===== src/rtl/keypad_scan_debounce.sv =====
// 4x4 matrix keypad scanner: one active-low row at a time, synchronized columns,
// press/release debounce, single-cycle key_valid pulse with a latched key code.
module keypad_scan_debounce #(
  parameter int DEBOUNCE_CYCLES = 20,
  parameter int SCAN_DWELL      = 4
) (
  input  logic       clk,
  input  logic       rst,
  input  logic [3:0] matricial_col,
  output logic [3:0] matricial_lin,
  output logic       key_valid,
  output logic [3:0] key_code
);

  localparam int DW = (SCAN_DWELL > 1) ? $clog2(SCAN_DWELL) : 1;
  localparam int CW = (DEBOUNCE_CYCLES > 1) ? $clog2(DEBOUNCE_CYCLES) : 1;
  localparam logic [DW-1:0] DWELL_LAST = DW'(SCAN_DWELL - 1);
  localparam logic [CW-1:0] DEB_LAST   = CW'(DEBOUNCE_CYCLES - 1);

  typedef enum logic [1:0] {SCAN, DEBOUNCE, VALID, WAIT_RELEASE} state_t;

  state_t          state, state_nx;
  logic [3:0]      col_meta, col_s;
  logic [1:0]      row, row_nx;
  logic [DW-1:0]   dwell, dwell_nx;
  logic [CW-1:0]   cnt, cnt_nx;
  logic [3:0]      mask, mask_nx;
  logic [3:0]      code_nx;

  function automatic logic one_cold(input logic [3:0] v);
    case (v)
      4'b1110, 4'b1101, 4'b1011, 4'b0111: one_cold = 1'b1;
      default:                            one_cold = 1'b0;
    endcase
  endfunction

  function automatic logic [3:0] map_code(input logic [1:0] r, input logic [3:0] m);
    logic [1:0] c;
    case (m)
      4'b1110: c = 2'd0;
      4'b1101: c = 2'd1;
      4'b1011: c = 2'd2;
      default: c = 2'd3;
    endcase
    case ({r, c})
      4'd0:  map_code = 4'h1;
      4'd1:  map_code = 4'h2;
      4'd2:  map_code = 4'h3;
      4'd3:  map_code = 4'hA;
      4'd4:  map_code = 4'h4;
      4'd5:  map_code = 4'h5;
      4'd6:  map_code = 4'h6;
      4'd7:  map_code = 4'hB;
      4'd8:  map_code = 4'h7;
      4'd9:  map_code = 4'h8;
      4'd10: map_code = 4'h9;
      4'd11: map_code = 4'hC;
      4'd12: map_code = 4'hF;
      4'd13: map_code = 4'h0;
      4'd14: map_code = 4'hD;
      default: map_code = 4'hE;
    endcase
  endfunction

  always_ff @(posedge clk or negedge rst) begin
    if (!rst) begin
      col_meta <= '1;
      col_s    <= '1;
    end else begin
      col_meta <= matricial_col;
      col_s    <= col_meta;
    end
  end

  always_ff @(posedge clk or negedge rst) begin
    if (!rst) begin
      state    <= SCAN;
      row      <= '0;
      dwell    <= '0;
      cnt      <= '0;
      mask     <= '1;
      key_code <= '0;
    end else begin
      state    <= state_nx;
      row      <= row_nx;
      dwell    <= dwell_nx;
      cnt      <= cnt_nx;
      mask     <= mask_nx;
      key_code <= code_nx;
    end
  end

  // Both debounce phases need DEBOUNCE_CYCLES consecutive qualifying cycles (count 0..N-1).
  always_comb begin
    state_nx = state;
    row_nx   = row;
    dwell_nx = dwell;
    cnt_nx   = cnt;
    mask_nx  = mask;
    code_nx  = key_code;
    case (state)
      SCAN: begin
        if (dwell == DWELL_LAST) begin
          dwell_nx = '0;
          if (one_cold(col_s)) begin
            state_nx = DEBOUNCE;
            mask_nx  = col_s;
            cnt_nx   = '0;
          end else begin
            row_nx = row + 1'b1;
          end
        end else begin
          dwell_nx = dwell + 1'b1;
        end
      end
      DEBOUNCE: begin
        if (col_s == mask) begin
          if (cnt == DEB_LAST) begin
            state_nx = VALID;
            code_nx  = map_code(row, mask);
          end else begin
            cnt_nx = cnt + 1'b1;
          end
        end else begin
          state_nx = SCAN;
          dwell_nx = '0;
        end
      end
      VALID: begin
        state_nx = WAIT_RELEASE;
        cnt_nx   = '0;
      end
      WAIT_RELEASE: begin
        if (col_s == 4'hF) begin
          if (cnt == DEB_LAST) begin
            state_nx = SCAN;
            row_nx   = row + 1'b1;
            dwell_nx = '0;
            cnt_nx   = '0;
          end else begin
            cnt_nx = cnt + 1'b1;
          end
        end else begin
          cnt_nx = '0;
        end
      end
      default: state_nx = SCAN;
    endcase
  end

  assign key_valid = (state == VALID);

  always_comb begin
    case (row)
      2'd0:    matricial_lin = 4'b1110;
      2'd1:    matricial_lin = 4'b1101;
      2'd2:    matricial_lin = 4'b1011;
      default: matricial_lin = 4'b0111;
    endcase
  end

endmodule

===== config.mk =====
export PLATFORM = sky130hd
export DESIGN_NAME = keypad_scan_debounce
export DESIGN_NICKNAME = d
export VERILOG_FILES = /design/src/rtl/keypad_scan_debounce.sv
export SDC_FILE = /design/constraint.sdc
export NUM_CORES = 1
export LEC_CHECK = 0
export BUFFER_PORTS_ARGS = -buffer_cell sky130_fd_sc_hd__buf_2
export CAP_MARGIN = 20
export CORE_ASPECT_RATIO = 0.6
export CORE_UTILIZATION = 55
export CTS_BUF_LIST = sky130_fd_sc_hd__clkbuf_8
export DETAILED_ROUTE_END_ITERATION = 12
export PLACE_DENSITY = 0.72
export RECOVER_POWER = 50
export SYNTH_ARGS = -nofsm -noshare
export SYNTH_HDL_FRONTEND = slang
export SYNTH_SLANG_ARGS = --single-unit

===== constraint.sdc =====
create_clock -name clk -period 2.6 [get_ports clk]
set_clock_uncertainty 0.05 [all_clocks]
set_input_delay 0.52 -clock clk [delete_from_list [all_inputs] [get_ports clk]]
set_output_delay 0.52 -clock clk [all_outputs]
set_load 0.05 [all_outputs]

After elaboration in Yosys (flattened, before gate mapping). Memories as Yosys holds them, arrays and structs flattened. A register that Yosys moved wholly into a read port is not among the register bits. Index checks and enable logic that the tools add are counted.

$add $sub $neg: 3. Equal/unequal tests: 25. Multiplexer cells: 30. Reduce and logical (&&, ||, !) cells: 12.

Operators with widths (number): $mux W2 (15); $mux W5 (6); $eq A4 B4 Y1 const B (7); $pmux W5 S4 (1); $ne A2 B2 Y1 const B (8); $pmux W2 S3 (2); $pmux W4 S3 (1); $reduce_and A5 Y1 (2); $eq A2 B2 Y1 const B (4); $pmux W2 S4 (1); $reduce_and A4 Y1 (2); $reduce_and A3 Y1 (2); $add A5 B1 Y5 const B (1); $eq A5 B5 Y1 const B (1); $add A2 B1 Y2 const B (2); $eq A2 B1 Y1 const B (2); $eq A4 B3 Y1 const B (1); $eq A4 B4 Y1 (1); $logic_not A2 Y1 (2); $pmux W2 S2 (1); $reduce_or A4 Y1 (1); $mux W1 (3); $ne A3 B3 Y1 const B (1); $reduce_bool A3 Y1 (1); 2 further kinds (2).

Register bits after elaboration: 23. Memory bits (read-only): 64. Input port bits: 6. Output and inout bits: 9. Word-level logic and storage cells: 78. Memories kept: 1.

Memories: (name not given) (words 16, width 4, read ports 1, clocked after memory_dff 1, wr ports 0, RTL line 45) `case ({r, c})`.

Depth between registers and ports, before layout. Gate-level depths: netlist of run 1.

Depth in word-level cells: 8. Gate-level depth with buffers: 7. Gate-level depth less buffers: 6.

Worst setup path before layout of run 1. Ideal clock, no wire load.

Kind: register to output. Start point: register with a tool-made name. End point: output port key_valid. Arrival: 1600 ps. Required time: 2030 ps. Path slack: 430 ps. Stages on the path, launching flop included: 4. Buffers on the path: 2. Cells stage by stage: dfrtp_1 > clkbuf_1 > clkbuf_1 > nor2b_1.

RTL lines: end, declared (RTL line 11) `output logic key_valid,`.

Final worst setup path of run 1.
Start point: register mask[2]. End point: register key_code[2].

Word-level cells in the longest chain between the ends: 5. Elaborated cells on any way between the ends: 9. Classes of those cells: eq/ne: 4; mux: 4; reduce/logical: 1.

Ends and longest elaborated chain: start, declared (RTL line 27) `logic [3:0] mask, mask_nx;`; start signal, assigned (RTL line 88) `mask <= mask_nx;`; $eq A4 B4 Y1 (RTL line 39) `case (m)`; $pmux W2 S3 (RTL line 39); $mux W2 (RTL line 118) `if (cnt == DEB_LAST) begin`; $mux W2 (RTL line 117) `if (col_s == mask) begin`; $mux W2 (RTL line 101) `case (state)`; end, declared (RTL line 12) `output logic [3:0] key_code`.

Parallel ways exist; a longest one is shown, timed or not. The select of a mux whose other input is x is not followed. A chain may end at the register's enable or synchronous reset.

==> flow_metrics.py, run 1 <==
metrics = {
    "min_path": {
        "hold_path_end": "col_meta[0]$_DFF_PN1_",
        "min_path_type": "input pin to register",
        "whs_path_depth": 1,
        "min_from": "matricial_col[0]",
    },
    "global_routing": {
        "grt_pass1_vias": 995,
        "grt_usage_pct": 19.6,
        "grt_max_degree": 28,
        "antenna_found_initial": 0,
        "overflow": 0,
        "grt_pass1_wl_mm": 4.59,
    },
    "worst_setup_path": {
        "r2r-start": "mask[2]$_DFFE_PN1P_",
        "r2r-end": "key_code[2]$_DFFE_PN0P_",
        "r2r_slack_ns": 0.49,
        "critPathLaunchType": "register",
        "rr_worst_depth": 4,
        "path_max_fanout": 12,
        "critical_path_required_ns": 2.71,
        "crit_type": "register to register",
        "worstPathArrival_ns": 2.22,
        "crit_path_end_kind": "register",
    },
    "run_status": {
        "status": "finished, final reports clean",
    },
    "floorplanning": {
        "die_x_microns": 70.5,
        "initial_core_util_pct": 60.1,
        "die_y_microns": 43.1,
        "ios": 15,
        "std_cell_rows": 14,
        "dieArea_sq_mm": 0.00303,
        "core_sq_mm": 0.00257,
    },
    "clocking": {
        "clock_latency_ns": 0.28,
        "path_clk_slew_ns": 0.09,
        "clk_path_buf_depth": 2,
        "cts_tree": "done",
        "numCtsBuffers": 3,
        "htreeDepth": 1,
        "cts_sinks": 27,
        "cts_resized": 0,
        "cts_root_buf": "clkbuf_8",
        "cts_hold_buf": 0,
        "post-cts-setup-buffer-count": 0,
    },
    "placed_design": {
        "port_buffers": 14,
        "dp_hpwl_mm": 2.01,
        "place.gp.congestion": 0.778,
    },
    "timing": {
        "holdWs_ns": 0.281,
        "worst_pin_slew_ns": 1.36,
        "period_needed_ns": 2.11,
        "slew_viol_final": 0,
        "rsz0062_at_grt": "no",
        "final_hold_viol_count": 0,
        "slew_headroom_pct": 9.13,
        "setup_violations": 0,
        "timing.final.crit_share_pct": 81.0,
        "tns_ns": 0,
        "clock.fmax_mhz": 475,
    },
    "synth": {
        "synth_nets": 162,
        "synth_cell_types": 43,
        "ys_seq_area_share_pct": 44.7,
        "synth_edf_count": 0,
        "synth_cells": 150,
        "synth_area_sq_mm": 0.00155,
        "synthTopCellsByArea": "dfrtp_1 (24%), dfstp_2 (20%), ha_1 (4.9%)",
        "synth-seq-cells": 27,
        "yosys-top-cells-count": "dfrtp_1 (15), nand2_1 (15), dfstp_2 (12)",
        "synth_top_area_share_pct": 24.3,
        "yosysWarnings": 0,
        "ys.flop_type": "dfrtp_1",
        "synthArstFlopShare_pct": 100,
        "synth_area_per_cell_sq_um": 10.3,
        "synth_top_cell_by_area": "dfrtp_1",
    },
    "power": {
        "leakage_nw": 0.713,
        "power.density_mw_per_mm2": 961,
        "ir_drop_uv": 524,
    },
    "detailed_routing": {
        "vias": 1089,
        "viasPerCell": 5.76,
        "drtPass1Iterations": 4,
        "drt_iter0_drc": 56,
        "post_drt_wl_per_cell_microns": 14.0,
        "ant_nets": 0,
        "routed_wl_mm": 2.64,
        "drc": 0,
    },
    "flow_run": {
        "maxCapViolations": 0,
    },
    "layout": {
        "nets": 170,
        "area_delta_synth_final_pct": 5.91,
        "drive_above_1_share_pct": 26.1,
        "n_antenna_cell": 0,
    },
}
## worst max-delay path: stages (launching register included)
cell and delay (ns):
dfstp_2 0.68, xnor2_2 0.15, nand4_1 0.15, or4_1 0.61
mux2_4 0.36
## flip-flops by register name, indices dropped and copies added, names as in the netlist, named ones only
register  flops
col_meta      4
dwell         2
cnt           5
row           2
mask          4
col_s         4
state         1
key_code      4
## layer usage
metal	vias up	part of all wire (%)	track usage (%)
met1	519	51	27.6
met4	0	0.49	2.40
met5	-	0	0
li1	551	-	-
met2	16	44	30.9
met3	3	5.0	5.94
## final cells by class
| cell class | instances | area (sq um) |
|---|---|---|
| Clock buffer | 3 | 41.3 |
| Clock inverter | 1 | 6.26 |
| Fill cell | 210 | 937 |
| Inverter | 8 | 30.0 |
| Multi-Input combinational cell | 103 | 753 |
| Sequential cell | 27 | 691 |
| Tap cell | 32 | 40.0 |
| Timing Repair Buffer | 15 | 76.3 |
## logic make-up after synthesis
group,count (synthesis),share of synthesized area (%)
AOI/OAI and AO/OA,34,15.0
xor gates and xnor gates,8,5.50
adders and majority gates,6,4.85
buffers and inverters,20,6.63
DFF,27,44.7
muxes,9,6.88
and+or+nand+nor,46,16.5
## stage by stage
step	power (mW)	std cells	setup slack (ns)	util, %	instance area [sq um]
4_1_cts	1.59	189	0.494	63.7	1640
2_1_floorplan	1.22	150	0.430	-	1550
3_5_place_dp	1.35	185	0.511	61.8	1590
5_1_grt	1.69	189	0.388	63.6	1640
3_3_place_gp	1.31	185	0.562	61.8	1590
6_report	1.57	189	0.495	63.6	1640
## cells in the final DEF (no fill, tap or decap), types with 2 or more instances in the layout
| cell | instances |
|---|---|
| inv_1 | 8 |
| nand2_1 | 15 |
| a211oi_1 | 2 |
| o21ai_0 | 7 |
| dfstp_2 | 12 |
| nor3b_1 | 2 |
| ha_1 | 6 |
| nand2b_1 | 2 |
| buf_2 | 13 |
| o311ai_0 | 2 |
| nand4b_1 | 2 |
| mux2i_1 | 2 |
| mux2_4 | 2 |
| a21oi_1 | 7 |
| nor2_1 | 3 |
| a41oi_1 | 2 |
| nor2b_1 | 5 |
| xnor2_2 | 2 |
| nand3_1 | 7 |
| a31oi_1 | 3 |
| xnor2_1 | 5 |
| mux2_2 | 5 |
| dfrtp_1 | 15 |
| nand4_1 | 3 |
| o31ai_1 | 2 |
| clkbuf_8 | 3 |
| a21o_1 | 3 |
## worst max-delay path by stage
| stage | startpoint | end | cells after the start |
|---|---|---|---|
| 2_1_floorplan | register | key_valid | 3 |
| 3_3_place_gp | mask[2]$_DFFE_PN1P_ | key_code[2]$_DFFE_PN0P_ | 4 |
| 3_5_place_dp | mask[2]$_DFFE_PN1P_ | key_code[2]$_DFFE_PN0P_ | 4 |
| 4_1_cts | mask[2]$_DFFE_PN1P_ | key_code[2]$_DFFE_PN0P_ | 4 |
| 5_1_grt | row[0]$_DFFE_PN0P_ | matricial_lin[0] | 4 |
| 6_report | mask[2]$_DFFE_PN1P_ | key_code[2]$_DFFE_PN0P_ | 4 |
## report_power, final
part | internal [mW] | switching (mW)
logic | 0.267 | 0.350
clock network | 0.110 | 0.129
registers | 0.530 | 0.188
total | 0.907 | 0.666
Note: power is estimated with default switching activity, not from simulation.
==> run 2, diff against run 1 <==
--- a/config.mk
+++ b/config.mk
@@ -5,6 +5,7 @@
 export SDC_FILE = /design/constraint.sdc
 export NUM_CORES = 1
 export LEC_CHECK = 0
+export ABC_AREA = 1
 export BUFFER_PORTS_ARGS = -buffer_cell sky130_fd_sc_hd__buf_2
 export CAP_MARGIN = 20
 export CORE_ASPECT_RATIO = 0.6
==> constraint.sdc (replaced) <==
create_clock -name clk -period 1.98 [get_ports clk]
set_clock_uncertainty 0.05 [all_clocks]
set_input_delay 0.396 -clock clk [delete_from_list [all_inputs] [get_ports clk]]
set_output_delay 0.396 -clock clk [all_outputs]
set_load 0.05 [all_outputs]
==> run 2 against run 1 <==
Cell area is 3.4% higher; via count is 19% higher; clock-buffer cell count stayed put; non-clock buffer count is 1 lower.
==> flow_metrics.py, run 2 <==
metrics = {
    "timing": {
        "rsz0062_at_grt": "no",
        "setup_violations": 0,
        "holdWs_ns": 0.163,
        "period_needed_ns": 1.90,
        "slew_headroom_pct": 9.42,
        "tns_ns": 0,
        "final_hold_viol_count": 0,
        "worst_pin_slew_ns": 1.36,
        "clock.fmax_mhz": 526,
        "setup_ws_ns": 0.0775,
        "timing.final.crit_share_pct": 96.1,
        "slew_viol_final": 0,
    },
    "floorplanning": {
        "dieArea_sq_mm": 0.00302,
        "std_cell_rows": 14,
        "die_x_microns": 70.2,
        "core_sq_mm": 0.00257,
        "die_y_microns": 42.9,
        "initial_core_util_pct": 59.7,
        "ios": 15,
    },
    "clocking": {
        "cts_hold_buf": 0,
        "cts_sinks": 27,
        "cts_resized": 0,
        "cts_root_buf": "clkbuf_8",
        "clk_path_buf_depth": 2,
        "post-cts-setup-buffer-count": 0,
        "htreeDepth": 1,
        "numCtsBuffers": 3,
        "path_clk_slew_ns": 0.09,
        "cts_tree": "done",
        "clock_latency_ns": 0.27,
    },
    "run_status": {
        "status": "finished, final reports clean",
    },
    "layout": {
        "n_antenna_cell": 0,
        "fin_area_sq_mm": 0.00169,
        "drive_above_1_share_pct": 22.1,
        "largest_reg_flops": 5,
        "regMostFlops": "cnt",
        "final_common_cell": "nand2_1",
        "nets": 235,
        "final_cell_mix": "nand2_1 (82), inv_1 (22), nand3_1 (17)",
        "area_delta_synth_final_pct": 10.3,
    },
    "worst_setup_path": {
        "worstPathArrival_ns": 1.46,
        "crit_type": "register to output pin",
        "critPathLaunchType": "register",
        "path_max_fanout": 6,
        "critical_path_required_ns": 1.53,
        "crit_path_end_kind": "output pin",
    },
    "synth": {
        "yosysMostFrequentCell": "nand2_1",
        "synth_cells": 204,
        "ys_seq_area_share_pct": 45.0,
        "synth_area_sq_mm": 0.00154,
        "yosys-top-cells-count": "nand2_1 (82), inv_1 (22), nand3_1 (17)",
        "synth_nets": 216,
        "synth_edf_count": 0,
        "synth_cell_types": 22,
        "synth_top_area_share_pct": 24.4,
        "synth_area_per_cell_sq_um": 7.53,
        "ys.flop_type": "dfrtp_1",
        "synthTopCellsByArea": "dfrtp_1 (24%), dfstp_2 (21%), nand2_1 (20%)",
        "synthArstFlopShare_pct": 100,
        "yosysWarnings": 0,
        "synth-seq-cells": 27,
        "synth_top_cell_by_area": "dfrtp_1",
    },
    "placed_design": {
        "port_buffers": 14,
        "preCtsSetupSlack_ns": 0.395,
        "dp_hpwl_mm": 2.33,
        "place.gp.congestion": 0.876,
        "placed_area_sq_mm": 0.00165,
    },
    "global_routing": {
        "grt_pass1_vias": 1158,
        "grt_usage_pct": 22.3,
        "grt_busiest_layer": "met2",
        "gr-usage-met3_pct": 6.18,
        "overflow": 0,
        "grt_pass1_wl_mm": 5.11,
        "use_met1_pct": 31.7,
        "use_met2_pct": 34.1,
        "antenna_found_initial": 0,
        "grt_max_degree": 28,
    },
    "flow_run": {
        "maxCapViolations": 0,
    },
    "power": {
        "power.density_mw_per_mm2": 1220,
        "total_power_mw": 2.06,
        "leakage_nw": 0.902,
        "ir_drop_uv": 720,
    },
    "detailed_routing": {
        "drt_iter0_drc": 95,
        "ant_nets": 0,
        "viasPerCell": 5.12,
        "drtPass1Iterations": 4,
        "routed_wl_mm": 2.99,
        "drc": 0,
        "vias": 1300,
        "post_drt_wl_per_cell_microns": 11.8,
    },
    "min_path": {
        "min_path_type": "input pin to register",
    },
}
## run 2: power by group
part	total [mW]	switching, mW	internal, mW	leakage, nW
Clock	0.320	0.177	0.143	0.0217
Sequential	0.842	0.144	0.698	0.327
Combinational	0.899	0.636	0.264	0.553
## run 2: worst paths after layout
kind,slack [ns],start,cells after the start,to
setup reg to reg,0.37,mask[1]$_DFFE_PN1P_,9,cnt[1]$_DFFE_PN0P_
hold / removal,0.16,matricial_col[1],1,col_meta[1]$_DFF_PN1_
max in group asynchronous,0.73,rst,1,cnt[3]$_DFFE_PN0P_
setup / recovery,0.08,row[0]$_DFFE_PN0P_,4,matricial_lin[0]
min in group asynchronous,0.36,rst,1,key_code[2]$_DFFE_PN0P_
hold reg to reg,0.31,col_meta[1]$_DFF_PN1_,0,col_s[1]$_DFF_PN1_
## run 2: stage by stage
| step | util [%] | cells |
|---|---|---|
| floorplan | - | 204 |
| global placement | 63.9 | 250 |
| detailed placement | 63.9 | 250 |
| CTS | 65.8 | 254 |
| global route | 65.8 | 254 |
| finish | 65.8 | 254 |
## run 2: layout make-up
cell class	count	area (sq um)
Inverter	28	105
Clock inverter	1	7.51
Multi-Input combinational cell	149	741
Tap cell	32	40.0
Sequential cell	27	691
Fill cell	229	881
Timing Repair Buffer	14	68.8
Clock buffer	3	41.3
## run 2: critical path, cell delays in order, from the launching register on
cell and delay [ns]:
dfrtp_1 0.47, inv_1 0.18, ha_1 0.24, inv_1 0.05
buf_2 0.25
## run 2: routing by layer
| layer | wire length, microns | part of all wire, % |
|---|---|---|
| met1 | 1550 | 52 |
| met2 | 1200 | 40 |
| met3 | 226 | 7.6 |
| met4 | 8 | 0.27 |
| met5 | 0 | 0 |
## run 2: kinds of logic (layout without fill, tap and decap cells)
| group | count (synthesis) | in the layout | share of synthesized area (%) |
|---|---|---|---|
| AND/OR/NAND/NOR | 130 | 130 | 38.5 |
| flip-flops | 27 | 27 | 45.0 |
| AO/OA/AOI/OAI | 12 | 12 | 4.23 |
| XOR/XNOR | 1 | 1 | 0.570 |
| adder cells (fa/ha/maj) | 6 | 6 | 4.89 |
| buffers and inverters | 28 | 46 | 6.84 |
==> run 3, diff against run 2 <==
--- a/config.mk
+++ b/config.mk
@@ -9,10 +9,10 @@
 export BUFFER_PORTS_ARGS = -buffer_cell sky130_fd_sc_hd__buf_2
 export CAP_MARGIN = 20
 export CORE_ASPECT_RATIO = 0.6
-export CORE_UTILIZATION = 55
+export CORE_UTILIZATION = 28
 export CTS_BUF_LIST = sky130_fd_sc_hd__clkbuf_8
 export DETAILED_ROUTE_END_ITERATION = 12
-export PLACE_DENSITY = 0.72
+export PLACE_DENSITY = 0.41
 export RECOVER_POWER = 50
 export SYNTH_ARGS = -nofsm -noshare
 export SYNTH_HDL_FRONTEND = slang
==> run 3 against run 2 <==
The flow now finishes with violations (DRC); clock-buffer cell count stayed put; worst setup slack better by 0.052 ns; sequential power rose by 0.8%; cell area grew 2.4%; register-to-register slack about the same; global-route usage shrank 9.2 points; non-clock buffer count stayed put; flip-flop and latch count stayed put; routed wire length is 9.8% higher; critical endpoint unchanged; largest cell class unchanged.
==> flow_metrics.py, run 3 (synthesis gave the netlist of run 2 again) <==
metrics = {
    "run_status": {
        "status": "finished, violations left",
        "violations": "DRC",
    },
    "worst_setup_path": {
        "cp.depth": 4,
        "worst-path-buf-inv": 3,
        "critical-path-slowest-cell": "dfrtp_1",
        "r2r-end": "dwell[1]$_DFFE_PN0P_",
        "crit_path_end_kind": "output pin",
        "endpoint": "matricial_lin[0]",
        "worstPathArrival_ns": 1.40,
        "rr_worst_depth": 8,
        "r2r-start": "cnt[0]$_DFFE_PN0P_",
        "critPathLaunchType": "register",
        "cp_common_cell": "inv_1",
        "cp-startpoint": "row[1]$_DFFE_PN0P_",
        "critical_path_required_ns": 1.53,
        "crit_chain": "inv_1 -> ha_1 -> inv_1 -> buf_2",
        "r2r_slack_ns": 0.38,
        "path_max_fanout": 9,
        "crit_type": "register to output pin",
        "slowest_delay_ns": 0.51,
        "cp_top_family": "flip-flops",
    },
    "layout": {
        "nets": 235,
        "final_core_util_pct": 33.5,
        "n_fill_cell": 564,
        "n_antenna_cell": 0,
        "area_delta_synth_final_pct": 12.9,
        "final_cell_mix": "nand2_1 (82), inv_1 (23), nand3_1 (17)",
        "regMostFlops": "cnt",
        "final_cells": 288,
        "fin_area_sq_mm": 0.00173,
        "final_common_cell": "nand2_1",
        "largest_reg_flops": 5,
        "drive_above_1_share_pct": 22.1,
    },
    "timing": {
        "holdWs_ns": 0.155,
        "final_hold_viol_count": 0,
        "timing.final.crit_share_pct": 93.4,
        "setup_ws_ns": 0.130,
        "worst_pin_slew_ns": 1.46,
        "setup_violations": 0,
        "period_needed_ns": 1.85,
        "tns_ns": 0,
        "slew_viol_final": 0,
        "slew_headroom_pct": 2.45,
        "clock.fmax_mhz": 541,
        "rsz0062_at_grt": "no",
    },
    "detailed_routing": {
        "drc": 2,
        "drtPass1Iterations": 8,
        "ant_nets": 0,
        "vias": 1247,
        "post_drt_wl_per_cell_microns": 11.4,
        "routed_wl_mm": 3.28,
        "drt_iter0_drc": 82,
        "viasPerCell": 4.33,
    },
    "clocking": {
        "cts_hold_buf": 0,
        "htreeDepth": 1,
        "path_clk_slew_ns": 0.09,
        "cts_root_buf": "clkbuf_8",
        "numCtsBuffers": 3,
        "cts_sinks": 27,
        "clock_latency_ns": 0.28,
        "clk_path_buf_depth": 2,
        "cts_tree": "done",
        "cts_resized": 0,
        "post-cts-setup-buffer-count": 0,
    },
    "placed_design": {
        "dpl.cell_count": 284,
        "placed_area_sq_mm": 0.00169,
        "preCtsSetupSlack_ns": 0.381,
        "port_buffers": 14,
        "place.gp.congestion": 0.713,
        "dp_hpwl_mm": 2.55,
    },
    "floorplanning": {
        "initial_core_util_pct": 29.7,
        "dieArea_sq_mm": 0.00580,
        "std_cell_rows": 20,
        "ios": 15,
        "die_y_microns": 59.4,
        "core_sq_mm": 0.00518,
        "die_x_microns": 97.6,
    },
    "global_routing": {
        "grt_pass1_vias": 1141,
        "antenna_found_initial": 0,
        "grt_pass1_wl_mm": 5.73,
        "grt_usage_pct": 13.1,
        "grt_max_degree": 28,
        "overflow": 0,
    },
    "flow_run": {
        "maxCapViolations": 0,
    },
    "power": {
        "leakage_nw": 0.906,
        "ir_drop_uv": 332,
        "total_power_mw": 2.06,
        "power.density_mw_per_mm2": 1190,
    },
    "min_path": {
        "min_path_type": "input pin to register",
    },
}
[run 3: changes by cell type in the layout (fill, tap and decap cells not counted), sizes merged]
| cell | before | now |
|---|---|---|
| clkinvlp | 1 | 0 |
| inv | 28 | 29 |
[run 3: routing by layer]
layer  routed length, microns  up-vias  part of all wire (%)  track usage [%]
met5                        0        -                     0                0
met3                      142        2                   4.3             3.66
li1                         -      674                     -                -
met2                     1070       21                    33             16.6
met1                     2050      550                    62             21.2
met4                       13        0                  0.40             1.95
[run 3: report_power, final]
group	total, mW	internal [mW]	switching, mW	leakage, nW
clock network	0.316	0.139	0.176	0.0269
registers	0.849	0.700	0.149	0.326
logic	0.895	0.261	0.634	0.553
total	2.06	1.10	0.959	0.906
[run 3: how the worst min path moves through the flow]
stage / from / to / slack, ns / cells after the start
global placement: col_meta[2]$_DFF_PN1_ / col_s[2]$_DFF_PN1_ / 0.30 / 0
floorplan: rst / async pin / 0.05 / 0
finish: matricial_col[0] / col_meta[0]$_DFF_PN1_ / 0.16 / 1
global route: matricial_col[0] / col_meta[0]$_DFF_PN1_ / 0.14 / 1
CTS: rst / cnt[1]$_DFFE_PN0P_ / 0.1 / 1
detailed placement: col_meta[3]$_DFF_PN1_ / col_s[3]$_DFF_PN1_ / 0.30 / 0
[run 3: final cells by class]
cell class	instances	area, sq um	area share, %
well taps	66	82.6	4.76
inverters	28	105	6.06
flip-flops and latches	27	692	39.9
repair buffers	14	68.8	3.97
clock inverters	1	3.75	0.216
multi-input cells	149	741	42.7
clock buffers	3	41.3	2.38
[run 3: worst register-to-register path, delay by kind of cell (launching register included)]
kind / cells / cell delay [ns]
flip-flops: 1 / 0.42
adder cells (fa/ha/maj): 1 / 0.26
AND/OR/NAND/NOR: 7 / 0.78
